**config.mk**
```make
export PLATFORM = sky130hd
export DESIGN_NAME = hazard_track_unit
export DESIGN_NICKNAME = d
export VERILOG_FILES = /design/src/rtl/hazard_pkg.sv /design/src/rtl/hazard_track_unit_slot.sv /design/src/rtl/hazard_track_unit.sv
export SDC_FILE = /design/constraint.sdc
export NUM_CORES = 1
export LEC_CHECK = 0
export BUFFER_PORTS_ARGS = -buffer_cell sky130_fd_sc_hd__buf_2
export CORE_ASPECT_RATIO = 0.5
export CORE_UTILIZATION = 28
export CTS_CLUSTER_DIAMETER = 200
export DETAILED_ROUTE_END_ITERATION = 16
export SLEW_MARGIN = 40
export SYNTH_ARGS = -nofsm -noshare
export SYNTH_HDL_FRONTEND = slang
export SYNTH_SLANG_ARGS = --single-unit
```
**constraint.sdc**
```tcl
create_clock -name clk -period 2.3 [get_ports clk]
set_clock_uncertainty 0.15 [all_clocks]
set_input_delay 0 -clock clk [delete_from_list [all_inputs] [get_ports clk]]
set_output_delay 0 -clock clk [all_outputs]
set_load 0.02 [all_outputs]
```
**src/rtl/hazard_pkg.sv**
```systemverilog
// ------------------------------------------------------------------
// hazard_pkg: shared types/constants for the pipeline hazard unit. Rev 1.0
// ------------------------------------------------------------------
`default_nettype none

package hazard_pkg;

  localparam logic [1:0] OPT_NONE  = 2'b00;
  localparam logic [1:0] OPT_ALU   = 2'b01;
  localparam logic [1:0] OPT_LOAD  = 2'b10;
  localparam logic [1:0] OPT_STORE = 2'b11;

  localparam logic [1:0] FWD_RF      = 2'b00;
  localparam logic [1:0] FWD_EX_ALU  = 2'b01;
  localparam logic [1:0] FWD_MEM_ALU = 2'b10;
  localparam logic [1:0] FWD_MEM_LD  = 2'b11;

  typedef struct packed {
    logic       valid;
    logic [4:0] rd;
    logic [1:0] optype;
    logic       fwd_store;
  } slot_t;

  localparam int SLOT_W = $bits(slot_t);

  // x0 is never a writer, so it can never be forwarded or stalled on.
  function automatic logic writes_reg(slot_t s, logic [4:0] rs, logic [1:0] opt);
    return s.valid && (s.rd != 5'd0) && (s.rd == rs) && (s.optype == opt);
  endfunction

  function automatic logic [1:0] fwd_sel(logic en, logic [4:0] rs, slot_t ex, slot_t mem);
    logic [1:0] sel;
    sel = FWD_RF;
    if (en) begin
      if (writes_reg(ex, rs, OPT_ALU))        sel = FWD_EX_ALU;
      else if (writes_reg(mem, rs, OPT_ALU))  sel = FWD_MEM_ALU;
      else if (writes_reg(mem, rs, OPT_LOAD)) sel = FWD_MEM_LD;
    end
    return sel;
  endfunction

endpackage

`default_nettype wire

```
**src/rtl/hazard_track_unit_slot.sv**
```systemverilog
// ------------------------------------------------------------------
// hazard_slot: one shadow pipeline slot with bubble insertion. Rev 1.0
// ------------------------------------------------------------------
`default_nettype none

module hazard_slot
  import hazard_pkg::*;
(
  input  logic              clk,
  input  logic              rst_n,
  input  logic              bubble_i,
  input  logic [SLOT_W-1:0] slot_i,
  output logic [SLOT_W-1:0] slot_o
);

  logic [SLOT_W-1:0] slot_q;
  logic [SLOT_W-1:0] slot_d;

  always_comb begin
    slot_d = slot_i;
    if (bubble_i) slot_d = '0;
  end

  always_ff @(posedge clk or negedge rst_n) begin
    if (!rst_n) slot_q <= '0;
    else        slot_q <= slot_d;
  end

  assign slot_o = slot_q;

endmodule

`default_nettype wire

```
**src/rtl/hazard_track_unit.sv**
```systemverilog
// ------------------------------------------------------------------
// hazard_track_unit: forwarding, load-use stall and redirect flush. Rev 1.0
// ------------------------------------------------------------------
`default_nettype none

module hazard_track_unit
  import hazard_pkg::*;
#(
  parameter int CNT_W = 16
) (
  input  logic             clk,
  input  logic             rst_n,
  input  logic             valid_ID,
  input  logic             rs1use_ID,
  input  logic             rs2use_ID,
  input  logic [4:0]       rs1_ID,
  input  logic [4:0]       rs2_ID,
  input  logic [4:0]       rd_ID,
  input  logic [1:0]       hazard_optype_ID,
  input  logic             Branch_ID,
  output logic [1:0]       forward_ctrl_A,
  output logic [1:0]       forward_ctrl_B,
  output logic             forward_ctrl_ls,
  output logic             stall_PC,
  output logic             stall_IFID,
  output logic             flush_IDEX,
  output logic             flush_IFID,
  output logic [CNT_W-1:0] stall_cnt,
  output logic [CNT_W-1:0] flush_cnt
);

  logic [SLOT_W-1:0] ex_vec, mem_vec, ex_in;
  slot_t             ex_slot, mem_slot;
  logic              id_valid, ex_load, rs1_hit, rs2_hit, is_store;
  logic              stall, fwd_store, redirect;
  logic [CNT_W-1:0]  stall_cnt_q, stall_cnt_d, flush_cnt_q, flush_cnt_d;

  assign ex_slot  = slot_t'(ex_vec);
  assign mem_slot = slot_t'(mem_vec);

  // Gating with rst_n keeps every output low while reset is held.
  assign id_valid = valid_ID & rst_n;
  assign is_store = (hazard_optype_ID == OPT_STORE);
  assign ex_load  = ex_slot.valid && (ex_slot.rd != 5'd0) && (ex_slot.optype == OPT_LOAD);
  assign rs1_hit  = rs1use_ID && (rs1_ID == ex_slot.rd);
  assign rs2_hit  = rs2use_ID && (rs2_ID == ex_slot.rd);

  // A store whose only dependence is rs2 on the load picks the data up later.
  assign stall     = id_valid && ex_load && (rs1_hit || (rs2_hit && !is_store));
  assign fwd_store = id_valid && ex_load && is_store && rs2_hit && !rs1_hit;
  assign redirect  = id_valid && Branch_ID && !stall;

  assign forward_ctrl_A  = id_valid ? fwd_sel(rs1use_ID, rs1_ID, ex_slot, mem_slot) : FWD_RF;
  assign forward_ctrl_B  = id_valid ? fwd_sel(rs2use_ID, rs2_ID, ex_slot, mem_slot) : FWD_RF;
  assign forward_ctrl_ls = ex_slot.valid && ex_slot.fwd_store;
  assign stall_PC        = stall;
  assign stall_IFID      = stall;
  assign flush_IDEX      = stall;
  assign flush_IFID      = redirect;

  assign ex_in = {1'b1, rd_ID, hazard_optype_ID, fwd_store};

  hazard_slot u_ex_slot (
    .clk      (clk),
    .rst_n    (rst_n),
    .bubble_i (stall || !valid_ID),
    .slot_i   (ex_in),
    .slot_o   (ex_vec)
  );

  hazard_slot u_mem_slot (
    .clk      (clk),
    .rst_n    (rst_n),
    .bubble_i (1'b0),
    .slot_i   (ex_vec),
    .slot_o   (mem_vec)
  );

  always_comb begin
    stall_cnt_d = stall_cnt_q;
    flush_cnt_d = flush_cnt_q;
    if (stall && (stall_cnt_q != '1))    stall_cnt_d = stall_cnt_q + CNT_W'(1);
    if (redirect && (flush_cnt_q != '1)) flush_cnt_d = flush_cnt_q + CNT_W'(1);
  end

  always_ff @(posedge clk or negedge rst_n) begin
    if (!rst_n) begin
      stall_cnt_q <= '0;
      flush_cnt_q <= '0;
    end else begin
      stall_cnt_q <= stall_cnt_d;
      flush_cnt_q <= flush_cnt_d;
    end
  end

  assign stall_cnt = stall_cnt_q;
  assign flush_cnt = flush_cnt_q;

endmodule

`default_nettype wire

```
==> results.json, run 1 <==
{
  "cts_buffer_depth": 2,
  "synthArstFlopShare_pct": 100,
  "cts_tree": "done",
  "avgViaCountPerCell": 4.83,
  "start_util_pct": 30.1,
  "route.detailed.drc": 0,
  "hold_viol": 0,
  "ioPinCount": 64,
  "maxCapViolations": 0,
  "drive_above_1_share_pct": 34.4,
  "dp_cells": 410,
  "port-buffer-count": 63,
  "p_total_mw": 2.22,
  "area_delta_synth_final_pct": 37.4,
  "endpoint_kind": "flop",
  "synth-edff-count": 0,
  "synth.avg_cell_area_um2": 10.7,
  "nNetsFinal": 347,
  "diodes": 0,
  "final_core_util_pct": 41.4,
  "synth.yosys.seq_area_share_pct": 49.0,
  "outcome": "complete, no violations",
  "gp_congestion": 0.836,
  "critPathArrivalTime_ns": 2.25,
  "clockRootBuffer": "clkbuf_16",
  "critPathLaunchType": "flop",
  "grt_overflow_total": 0,
  "maxSlewHeadroom_pct": 67.2,
  "synth_cells": 235,
  "routed_wl_um": 6160,
  "setup_violations": 0,
  "tightest_slew_ns": 0.490,
  "dieHeight_um": 68.9,
  "place_hpwl_um": 4430,
  "yosysWarnings": 0,
  "row_count": 23,
  "clkSinkCount": 49,
  "layout.cells.non_filler": 435,
  "hold_path_class": "input port to asynchronous set/reset pin",
  "grt_pass1_vias": 2068,
  "path_clk_slew_ns": 0.07,
  "cp_max_fo": 5,
  "period_share_pct": 97.0,
  "firstDrtPassIters": 5,
  "syn_nets": 260,
  "required_ns": 2.32,
  "grt_setup_unrepaired": "yes",
  "regToRegSetupSlack_ns": 0.07,
  "via_count": 2103,
  "grt_max_degree": 33,
  "ys_seq_elements": 49,
  "final_cell_mix": "buf_2 (62), dfrtp_1 (46), xnor2_1 (29), nand3_1 (20), nand2_1 (17)",
  "slew_viol_final": 0,
  "die_area_um2": 9350,
  "drt-wirelength-per-cell_um": 14.2,
  "fmax_mhz": 448,
  "worstSetupPathType": "flop to flop",
  "clk_latency_ns": 0.28,
  "die_w_um": 136,
  "final_common_cell": "buf_2",
  "dr.first_iter.drc_count": 103,
  "coreArea_um2": 8320,
  "final_antenna_net_count": 0,
  "rr_startpoint": "u_ex_slot.slot_o[5]$_DFF_PN0_",
  "antenna_found_initial": 0,
  "grt_pass1_wl_um": 10000,
  "synthesis.area_um2": 2500,
  "track_usage_pct": 13.6,
  "ir_worst_vdd_mv": 0.297,
  "synth.distinct_cells": 39,
  "leakagePower_nw": 1.64,
  "worst_r2r_endpoint": "flush_cnt[1]$_DFFE_PN0P_",
  "numCtsBuffers": 5,
  "reg2regPathDepth": 8,
  "fin_crit_ns": 2.23,
  "ys.flop_type": "dfrtp_1",
  "power.density_nw_per_um2": 645,
  "htreeDepth": 2
}
layout make-up:
cell class	count	area, um2
fill	778	4880
multi-input combinational	174	1290
sequential	49	1230
timing repair buffer	88	597
clock buffer	7	143
tap	112	140
clock inverter	1	30.0
inverter	4	15.0
sequential cells by signal (all words and copies together), names as in the netlist:
signal and flops:
u_mem_slot.slot_o 8, stall_cnt 16, u_ex_slot.slot_o 9, flush_cnt 16
worst max-delay path by stage:
stage                                        from                        end  cells after the start
finish              u_ex_slot.slot_o[5]$_DFF_PN0_   flush_cnt[1]$_DFFE_PN0P_                      8
global route        u_ex_slot.slot_o[7]$_DFF_PN0_   stall_cnt[6]$_DFFE_PN0P_                      8
floorplan                flush_cnt[0]$_DFFE_PN0P_   flush_cnt[1]$_DFFE_PN0P_                      7
global placement    u_ex_slot.slot_o[4]$_DFF_PN0_  flush_cnt[12]$_DFFE_PN0P_                      7
CTS                 u_ex_slot.slot_o[4]$_DFF_PN0_                 flush_IFID                      8
detailed placement  u_ex_slot.slot_o[4]$_DFF_PN0_  flush_cnt[12]$_DFFE_PN0P_                      7
repair_timing:
item	4_1_cts	5_1_grt
pin swaps	1	6
setup buffers	6	0
setup endpoints to repair	1	29
gates resized for setup	2	18
gates cloned	1	0
hold buffers	10	0
hold endpoints to repair	58	0
worst max-delay path, cell delays in order (launching register included):
cell and delay, ns:
dfrtp_1 0.42, or4_4 0.56, o21ai_4 0.17, nor4_4 0.08
o21ai_4 0.10, buf_12 0.15, buf_12 0.11, nand2_2 0.06
mux2_4 0.31
synthesized netlist by cell type (3+ instances only):
| cell | number | area share [%] |
|---|---|---|
| and3_1 | 10 | 2.5 |
| buf_2 | 3 | 0.60 |
| dfrtp_1 | 49 | 49 |
| inv_1 | 4 | 0.60 |
| mux2_4 | 3 | 1.8 |
| nand2_1 | 18 | 2.7 |
| nand3_1 | 21 | 4.2 |
| nand4_1 | 12 | 3.0 |
| nor2_1 | 9 | 1.3 |
| nor3_1 | 15 | 3.0 |
| nor4_1 | 4 | 1.0 |
| nor4_2 | 3 | 1.5 |
| or4_1 | 4 | 1.2 |
| xnor2_1 | 32 | 11 |
| xor2_1 | 14 | 4.9 |
power breakdown:
group          total [mW]  leakage [nW]  internal (mW)  switching (mW)
registers            1.01         0.645          0.925          0.0861
logic               0.355         0.907          0.159           0.196
clock network       0.854        0.0841          0.544           0.310
total                2.22          1.64           1.63           0.592
cells by family (layout without fill, tap and decap cells):
family                     after synthesis  count (layout)  synth area share (%)
AOI/OAI and AO/OA                       12              12                  3.60
adders and majority gates                2               2                 0.999
and+or+nand+nor                        109             109                  24.8
muxes                                    5               5                  2.70
xor gates and xnor gates                46              46                  16.1
DFF                                     49              49                  49.0
buffers and inverters                   12             100                  2.85
stage by stage:
stage / instance area, um2 / hold WS, ns / setup TNS, ns / setup slack [ns]
3_5_place_dp: 2980 / -0.116 / 0 / 0.0361
5_1_grt: 3440 / 0.165 / -0.0241 / -0.00920
6_report: 3440 / 0.129 / 0 / 0.0699
2_1_floorplan: 2500 / -0.446 / 0 / 0.0750
3_3_place_gp: 2980 / -0.123 / 0 / 0.0867
4_1_cts: 3360 / 0.145 / 0 / 0.00891
metal layers:
metal  part of all wire [%]  GRT usage [%]  vias up  wire length, um
li1                       -              -     1003                -
met1                     45           16.7     1051             2760
met2                     49           24.7       43             3020
met3                    5.1           2.85        6              312
met4                   0.97           3.37        0               60
met5                      0              0        -                0
(Power assumes the default switching activity.)
==> run 2, diff against run 1 <==
--- a/config.mk
+++ b/config.mk
@@ -6,7 +6,7 @@
 export NUM_CORES = 1
 export LEC_CHECK = 0
 export BUFFER_PORTS_ARGS = -buffer_cell sky130_fd_sc_hd__buf_2
-export CORE_ASPECT_RATIO = 0.5
+export CORE_ASPECT_RATIO = 0.7
 export CORE_UTILIZATION = 28
 export CTS_CLUSTER_DIAMETER = 200
 export DETAILED_ROUTE_END_ITERATION = 16
==> run 2 against run 1 <==
Effect of this change:
- cell area shrank 0.91%
- register-to-register slack gained 0.02 ns
- die area shrank 0.18%
- largest cell class unchanged
- final cell count grew 3.7%
- combinational power shrank 2%
- via count shrank 1.9%
- critical path type unchanged
- sequential share of layout area grew 0.22 points
- sequential power is essentially flat
- maximum frequency grew 1.0%
- count of clock-buffer cells in the layout is the same
- first-iteration DRC count grew 13%
- setup slack gained 0.022 ns
==> results.json, run 2 (synthesized netlist as in run 1, its figures left out) <==
{
  "outcome": "complete, no violations",
  "htreeDepth": 2,
  "final_cell_mix": "buf_2 (62), dfrtp_1 (49), xnor2_1 (32), nand3_1 (21), buf_4 (20)",
  "cts_buffer_depth": 2,
  "grt_setup_unrepaired": "yes",
  "maxSlewHeadroom_pct": 65.2,
  "crit_family": "simple AND/OR/NAND/NOR gates",
  "met1_usage_pct": 20.0,
  "coreArea_um2": 8550,
  "port-buffer-count": 63,
  "critPathLaunchType": "flop",
  "hold_path_class": "input port to asynchronous set/reset pin",
  "antenna_found_initial": 0,
  "worst_r2r_endpoint": "flush_cnt[1]$_DFFE_PN0P_",
  "endpoint_kind": "flop",
  "cp.buffers_inverters": 2,
  "nNetsFinal": 355,
  "grt_pass1_wl_um": 9770,
  "p_sw_share_pct": 28.1,
  "tightest_slew_ns": 0.521,
  "gp_congestion": 0.802,
  "p_total_mw": 2.06,
  "via_count": 2064,
  "routed_wl_um": 6100,
  "place_hpwl_um": 4490,
  "fillerInstances": 872,
  "avgViaCountPerCell": 4.58,
  "place_ws_ns": 0.0505,
  "route.detailed.drc": 0,
  "p_comb_share_pct": 16.9,
  "ir_worst_vdd_mv": 0.283,
  "clockRootBuffer": "clkbuf_16",
  "row_count": 28,
  "numCtsBuffers": 5,
  "drive_above_1_share_pct": 32.3,
  "final_core_util_pct": 39.9,
  "start_util_pct": 29.3,
  "dieHeight_um": 81.1,
  "internal-power_mw": 1.48,
  "seq_power_share_pct": 48.9,
  "multiInputGateArea_um2": 1240,
  "power_switching_mw": 0.580,
  "whs_ns": 0.205,
  "cp_max_fo": 10,
  "clk_latency_ns": 0.28,
  "die_w_um": 115,
  "p_clk_share_pct": 34.3,
  "worstSetupPathType": "flop to flop",
  "worst_slack_ns": 0.0922,
  "hold_viol": 0,
  "regToRegSetupSlack_ns": 0.09,
  "path_cells": "or4_1 -> o21ai_2 -> nor4_4 -> o21ai_4 -> buf_12 -> buf_12 -> nand2_2 -> mux2_4",
  "met3_usage_pct": 3.21,
  "cpMaxStageDelayCell": "or4_1",
  "fmax_mhz": 453,
  "track_usage_pct": 13.4,
  "grt_use_met2_pct": 19.6,
  "dr.first_iter.drc_count": 116,
  "max_stage_delay_ns": 0.50,
  "setup_violations": 0,
  "grt_overflow_total": 0,
  "reg2regPathDepth": 8,
  "period_share_pct": 96.0,
  "final_common_cell": "buf_2",
  "drt-wirelength-per-cell_um": 13.5,
  "grt_pass1_vias": 1955,
  "final_antenna_net_count": 0,
  "power.density_nw_per_um2": 605,
  "required_ns": 2.32,
  "fin_crit_ns": 2.21,
  "diodes": 0,
  "rr_startpoint": "u_ex_slot.slot_o[6]$_DFF_PN0_",
  "path_clk_slew_ns": 0.06,
  "die_area_um2": 9330,
  "maxCapViolations": 0,
  "ioPinCount": 64,
  "grt_max_degree": 28,
  "critPathArrivalTime_ns": 2.22,
  "clkSinkCount": 49,
  "slew_viol_final": 0,
  "cp_common_cell": "buf_12",
  "cts_tree": "done",
  "firstDrtPassIters": 4,
  "regArea_um2": 1230,
  "area_delta_synth_final_pct": 36.1,
  "leakagePower_nw": 1.62,
  "grt-busiest-layer": "met1"
}
## run 2: cell count changes in the layout (fill, tap and decap cells not counted), moves of 2 or more
cell	previous run	this run
xnor2_2	3	0
dfrtp_1	46	49
buf_4	11	20
nor2_1	7	9
xnor2_1	29	32
nor3_1	14	12
nor3_2	0	3
dfrtp_2	3	0
nor2_2	2	0
## run 2: layout make-up
type	instances	share of cell area, %
Tap cell	120	4.40
Clock inverter	1	0.220
Timing Repair Buffer	96	18.6
Sequential cell	49	36.0
Multi-Input combinational cell	174	36.4
Clock buffer	7	3.89
Inverter	4	0.440
## run 2: metal layers
layer | vias to the layer above | routed length, um
met5 | - | 0
met4 | 0 | 15
met3 | 2 | 374
met2 | 69 | 2530
met1 | 967 | 3180
li1 | 1026 | -
## run 2: timing repair
| item | 4_1_cts | 5_1_grt |
|---|---|---|
| gates cloned | 0 | 1 |
| hold endpoints to repair | 58 | 0 |
| buffers inserted | 0 | 3 |
| setup endpoints to repair | 4 | 19 |
| hold buffers | 11 | 0 |
| resized for setup | 3 | 7 |
| pin swaps | 0 | 1 |
## run 2: power by group through the flow
stage / Clock [mW] / Combinational (mW) / Sequential, mW
floorplan: 0 / 0.137 / 1.07
global placement: 0 / 0.329 / 1.02
detailed placement: 0 / 0.335 / 1.02
CTS: 0.727 / 0.351 / 1.01
global route: 0.763 / 0.384 / 1.02
finish: 0.708 / 0.348 / 1.01
## run 2: metrics by stage
stage	cell area [um2]	std cells	TNS (ns)
global placement	3050	428	0
global route	3410	451	-0.0113
detailed placement	3050	428	0
CTS	3310	447	0
finish	3410	451	0
floorplan	2500	235	0
## run 2: worst max path at each step
stage	to	slack [ns]	from	cells after the start
final	flush_cnt[1]$_DFFE_PN0P_	0.09	u_ex_slot.slot_o[6]$_DFF_PN0_	8
after global routing	stall_cnt[14]$_DFFE_PN0P_	-0.007	u_ex_slot.slot_o[4]$_DFF_PN0_	8
after CTS	flush_IFID	0.006	u_ex_slot.slot_o[6]$_DFF_PN0_	8
after detailed placement	flush_cnt[1]$_DFFE_PN0P_	0.05	u_ex_slot.slot_o[6]$_DFF_PN0_	7
after global placement	flush_cnt[12]$_DFFE_PN0P_	0.08	u_ex_slot.slot_o[6]$_DFF_PN0_	7
after floorplan	flush_cnt[1]$_DFFE_PN0P_	0.08	flush_cnt[0]$_DFFE_PN0P_	7
## run 2: worst reg2reg max path: stages (launching register included)
cell,delay (ns)
dfrtp_1,0.42
or4_1,0.50
o21ai_2,0.22
nor4_4,0.08
o21ai_4,0.10
buf_12,0.14
buf_12,0.12
nand2_2,0.07
mux2_4,0.30
==> run 3, diff against run 2 <==
--- a/config.mk
+++ b/config.mk
@@ -10,6 +10,7 @@
 export CORE_UTILIZATION = 28
 export CTS_CLUSTER_DIAMETER = 200
 export DETAILED_ROUTE_END_ITERATION = 16
+export PLACE_DENSITY_LB_ADDON = 0.12
 export SLEW_MARGIN = 40
 export SYNTH_ARGS = -nofsm -noshare
 export SYNTH_HDL_FRONTEND = slang
==> run 3 against run 2 <==
Effect of this change:
- setup slack worse by 0.014 ns
- count of clock-buffer cells in the layout stayed put
- die area stayed put
- combinational power is 18% higher
- total power is 8.5% higher
- hold slack worse by 0.16 ns
- cell area is 0.88% higher
- global-route usage is 1.0 points higher
- highest routed layer unchanged
- largest power group unchanged
- routed wire length is 2.0% higher
- sequential cell count stayed put
- first-iteration DRC count is 29% lower
- maximum frequency is 0.61% lower
==> results.json, run 3 (synthesized netlist as in run 1, its figures left out) <==
{
  "outcome": "complete, no violations",
  "leakagePower_nw": 1.63,
  "path_clk_slew_ns": 0.07,
  "path_cells": "or4_4 -> o21ai_4 -> nor4_4 -> o21ai_4 -> buf_12 -> buf_12 -> nand3_2 -> mux2_4",
  "grt-busiest-layer": "met1",
  "worstSetupPathType": "flop to flop",
  "port-buffer-count": 63,
  "clockRootBuffer": "clkbuf_16",
  "dieHeight_um": 81.1,
  "maxSlewHeadroom_pct": 60.9,
  "required_ns": 2.32,
  "fillerInstances": 883,
  "critPathArrivalTime_ns": 2.24,
  "slew_viol_final": 0,
  "via_count": 2028,
  "setup_violations": 0,
  "endpoint_kind": "flop",
  "seq_power_share_pct": 43.9,
  "p_comb_share_pct": 18.3,
  "period_share_pct": 96.6,
  "nNetsFinal": 351,
  "coreArea_um2": 8550,
  "internal-power_mw": 1.65,
  "met3_usage_pct": 3.58,
  "clk_latency_ns": 0.29,
  "layout.cells.non_filler": 447,
  "firstDrtPassIters": 4,
  "grt_overflow_total": 0,
  "fin_crit_ns": 2.22,
  "min_from": "rs1use_ID",
  "p_total_mw": 2.24,
  "start_util_pct": 29.3,
  "reg2regPathDepth": 8,
  "antenna_found_initial": 0,
  "gp_congestion": 0.782,
  "power_switching_mw": 0.585,
  "regToRegSetupSlack_ns": 0.08,
  "rr_startpoint": "u_ex_slot.slot_o[6]$_DFF_PN0_",
  "final_antenna_net_count": 0,
  "p_clk_share_pct": 37.8,
  "die_area_um2": 9330,
  "ioPinCount": 64,
  "cts_buffer_depth": 2,
  "die_w_um": 115,
  "dr.first_iter.drc_count": 82,
  "cp_max_fo": 7,
  "routed_wl_um": 6220,
  "area_delta_synth_final_pct": 37.3,
  "grt_max_degree": 47,
  "final_common_cell": "buf_2",
  "worst_r2r_endpoint": "flush_cnt[12]$_DFFE_PN0P_",
  "maxCapViolations": 0,
  "holdPathEnd": "u_ex_slot.slot_o[0]$_DFF_PN0_",
  "fmax_mhz": 450,
  "grt_pass1_vias": 2022,
  "met1_usage_pct": 22.7,
  "power.density_nw_per_um2": 651,
  "diodes": 0,
  "numCtsBuffers": 5,
  "tightest_slew_ns": 0.586,
  "holdPathStages": 4,
  "cpMaxStageDelayCell": "or4_4",
  "final_cell_mix": "buf_2 (62), dfrtp_1 (49), xnor2_1 (31), nand3_1 (21), nand2_1 (18)",
  "track_usage_pct": 14.5,
  "multiInputGateArea_um2": 1260,
  "drt-wirelength-per-cell_um": 13.9,
  "grt_use_met2_pct": 19.2,
  "clkSinkCount": 49,
  "max_stage_delay_ns": 0.56,
  "grt_pass1_wl_um": 10300,
  "drive_above_1_share_pct": 32.7,
  "hold_viol": 0,
  "htreeDepth": 2,
  "dp_cells": 424,
  "row_count": 28,
  "route.detailed.drc": 0,
  "regArea_um2": 1230,
  "critPathLaunchType": "flop",
  "ir_worst_vdd_mv": 0.297,
  "avgViaCountPerCell": 4.54,
  "cts_tree": "done",
  "hold_path_class": "input port to flop",
  "place_hpwl_um": 4600,
  "p_sw_share_pct": 26.1
}
-- run 3: cell types whose count changed in the layout (fill, tap and decap cells not counted), sizes merged --
cell,before,now
clkbuf,8,7
bufinv,0,1
buf,84,80
bufbuf,0,1
clkinvlp,1,0
-- run 3: per-layer routing --
layer,part of all wire [%],vias up
met5,0,-
met4,0.64,0
met3,5.6,5
met2,39,52
met1,55,955
li1,-,1016
-- run 3: what timing repair did --
item / 4_1_cts / 5_1_grt
cloned: 1 / 0
pin swaps: 1 / 5
buffers inserted: 3 / 0
setup endpoints to repair: 4 / 24
hold endpoints to repair: 58 / 0
gates resized for setup: 2 / 9
hold buffers: 11 / 0
-- run 3: critical path: cells and delay by family (launching register included) --
family	cells	cell delay (ns)
compound gates	2	0.26
flops	1	0.43
mux	1	0.30
buf+inv	2	0.26
simple gates	3	0.70
-- run 3: how the worst max path moves through the flow --
stage | end | cells after the start | start
after floorplan | flush_cnt[1]$_DFFE_PN0P_ | 7 | flush_cnt[0]$_DFFE_PN0P_
after global placement | flush_cnt[12]$_DFFE_PN0P_ | 7 | u_ex_slot.slot_o[4]$_DFF_PN0_
after detailed placement | flush_cnt[12]$_DFFE_PN0P_ | 7 | u_ex_slot.slot_o[4]$_DFF_PN0_
after CTS | flush_IFID | 8 | u_ex_slot.slot_o[4]$_DFF_PN0_
after global routing | stall_cnt[5]$_DFFE_PN0P_ | 8 | u_ex_slot.slot_o[6]$_DFF_PN0_
final | flush_cnt[12]$_DFFE_PN0P_ | 8 | u_ex_slot.slot_o[6]$_DFF_PN0_
-- run 3: through the flow --
| stage | cell area (um2) | TNS (ns) | setup WS, ns | hold slack [ns] | utilization (%) |
|---|---|---|---|---|---|
| 2_1_floorplan | 2500 | 0 | 0.0750 | -0.446 | - |
| 6_report | 3440 | 0 | 0.0787 | 0.0441 | 40.2 |
| 3_3_place_gp | 3030 | 0 | 0.0824 | -0.282 | 35.5 |
| 5_1_grt | 3440 | -0.00146 | -0.00146 | 0.101 | 40.2 |
| 3_5_place_dp | 3030 | 0 | 0.0570 | -0.291 | 35.5 |
| 4_1_cts | 3390 | 0 | 0.00723 | 0.0842 | 39.6 |
-- run 3: power by group through the flow --
stage / clock [mW] / combinational, mW / sequential [mW]
after floorplan: 0 / 0.137 / 1.07
after global placement: 0 / 0.389 / 0.999
after detailed placement: 0 / 0.390 / 0.999
after CTS: 0.874 / 0.408 / 0.984
after global routing: 0.904 / 0.447 / 0.994
final: 0.847 / 0.409 / 0.983
-- run 3: final cells by class --
class,count,area share (%)
well taps,120,4.37
flip-flops and latches,49,35.6
clock inverters,1,0.873
clock buffers,7,4.15
multi-input cells,174,36.7
inverters,4,0.437
repair buffers,92,17.8
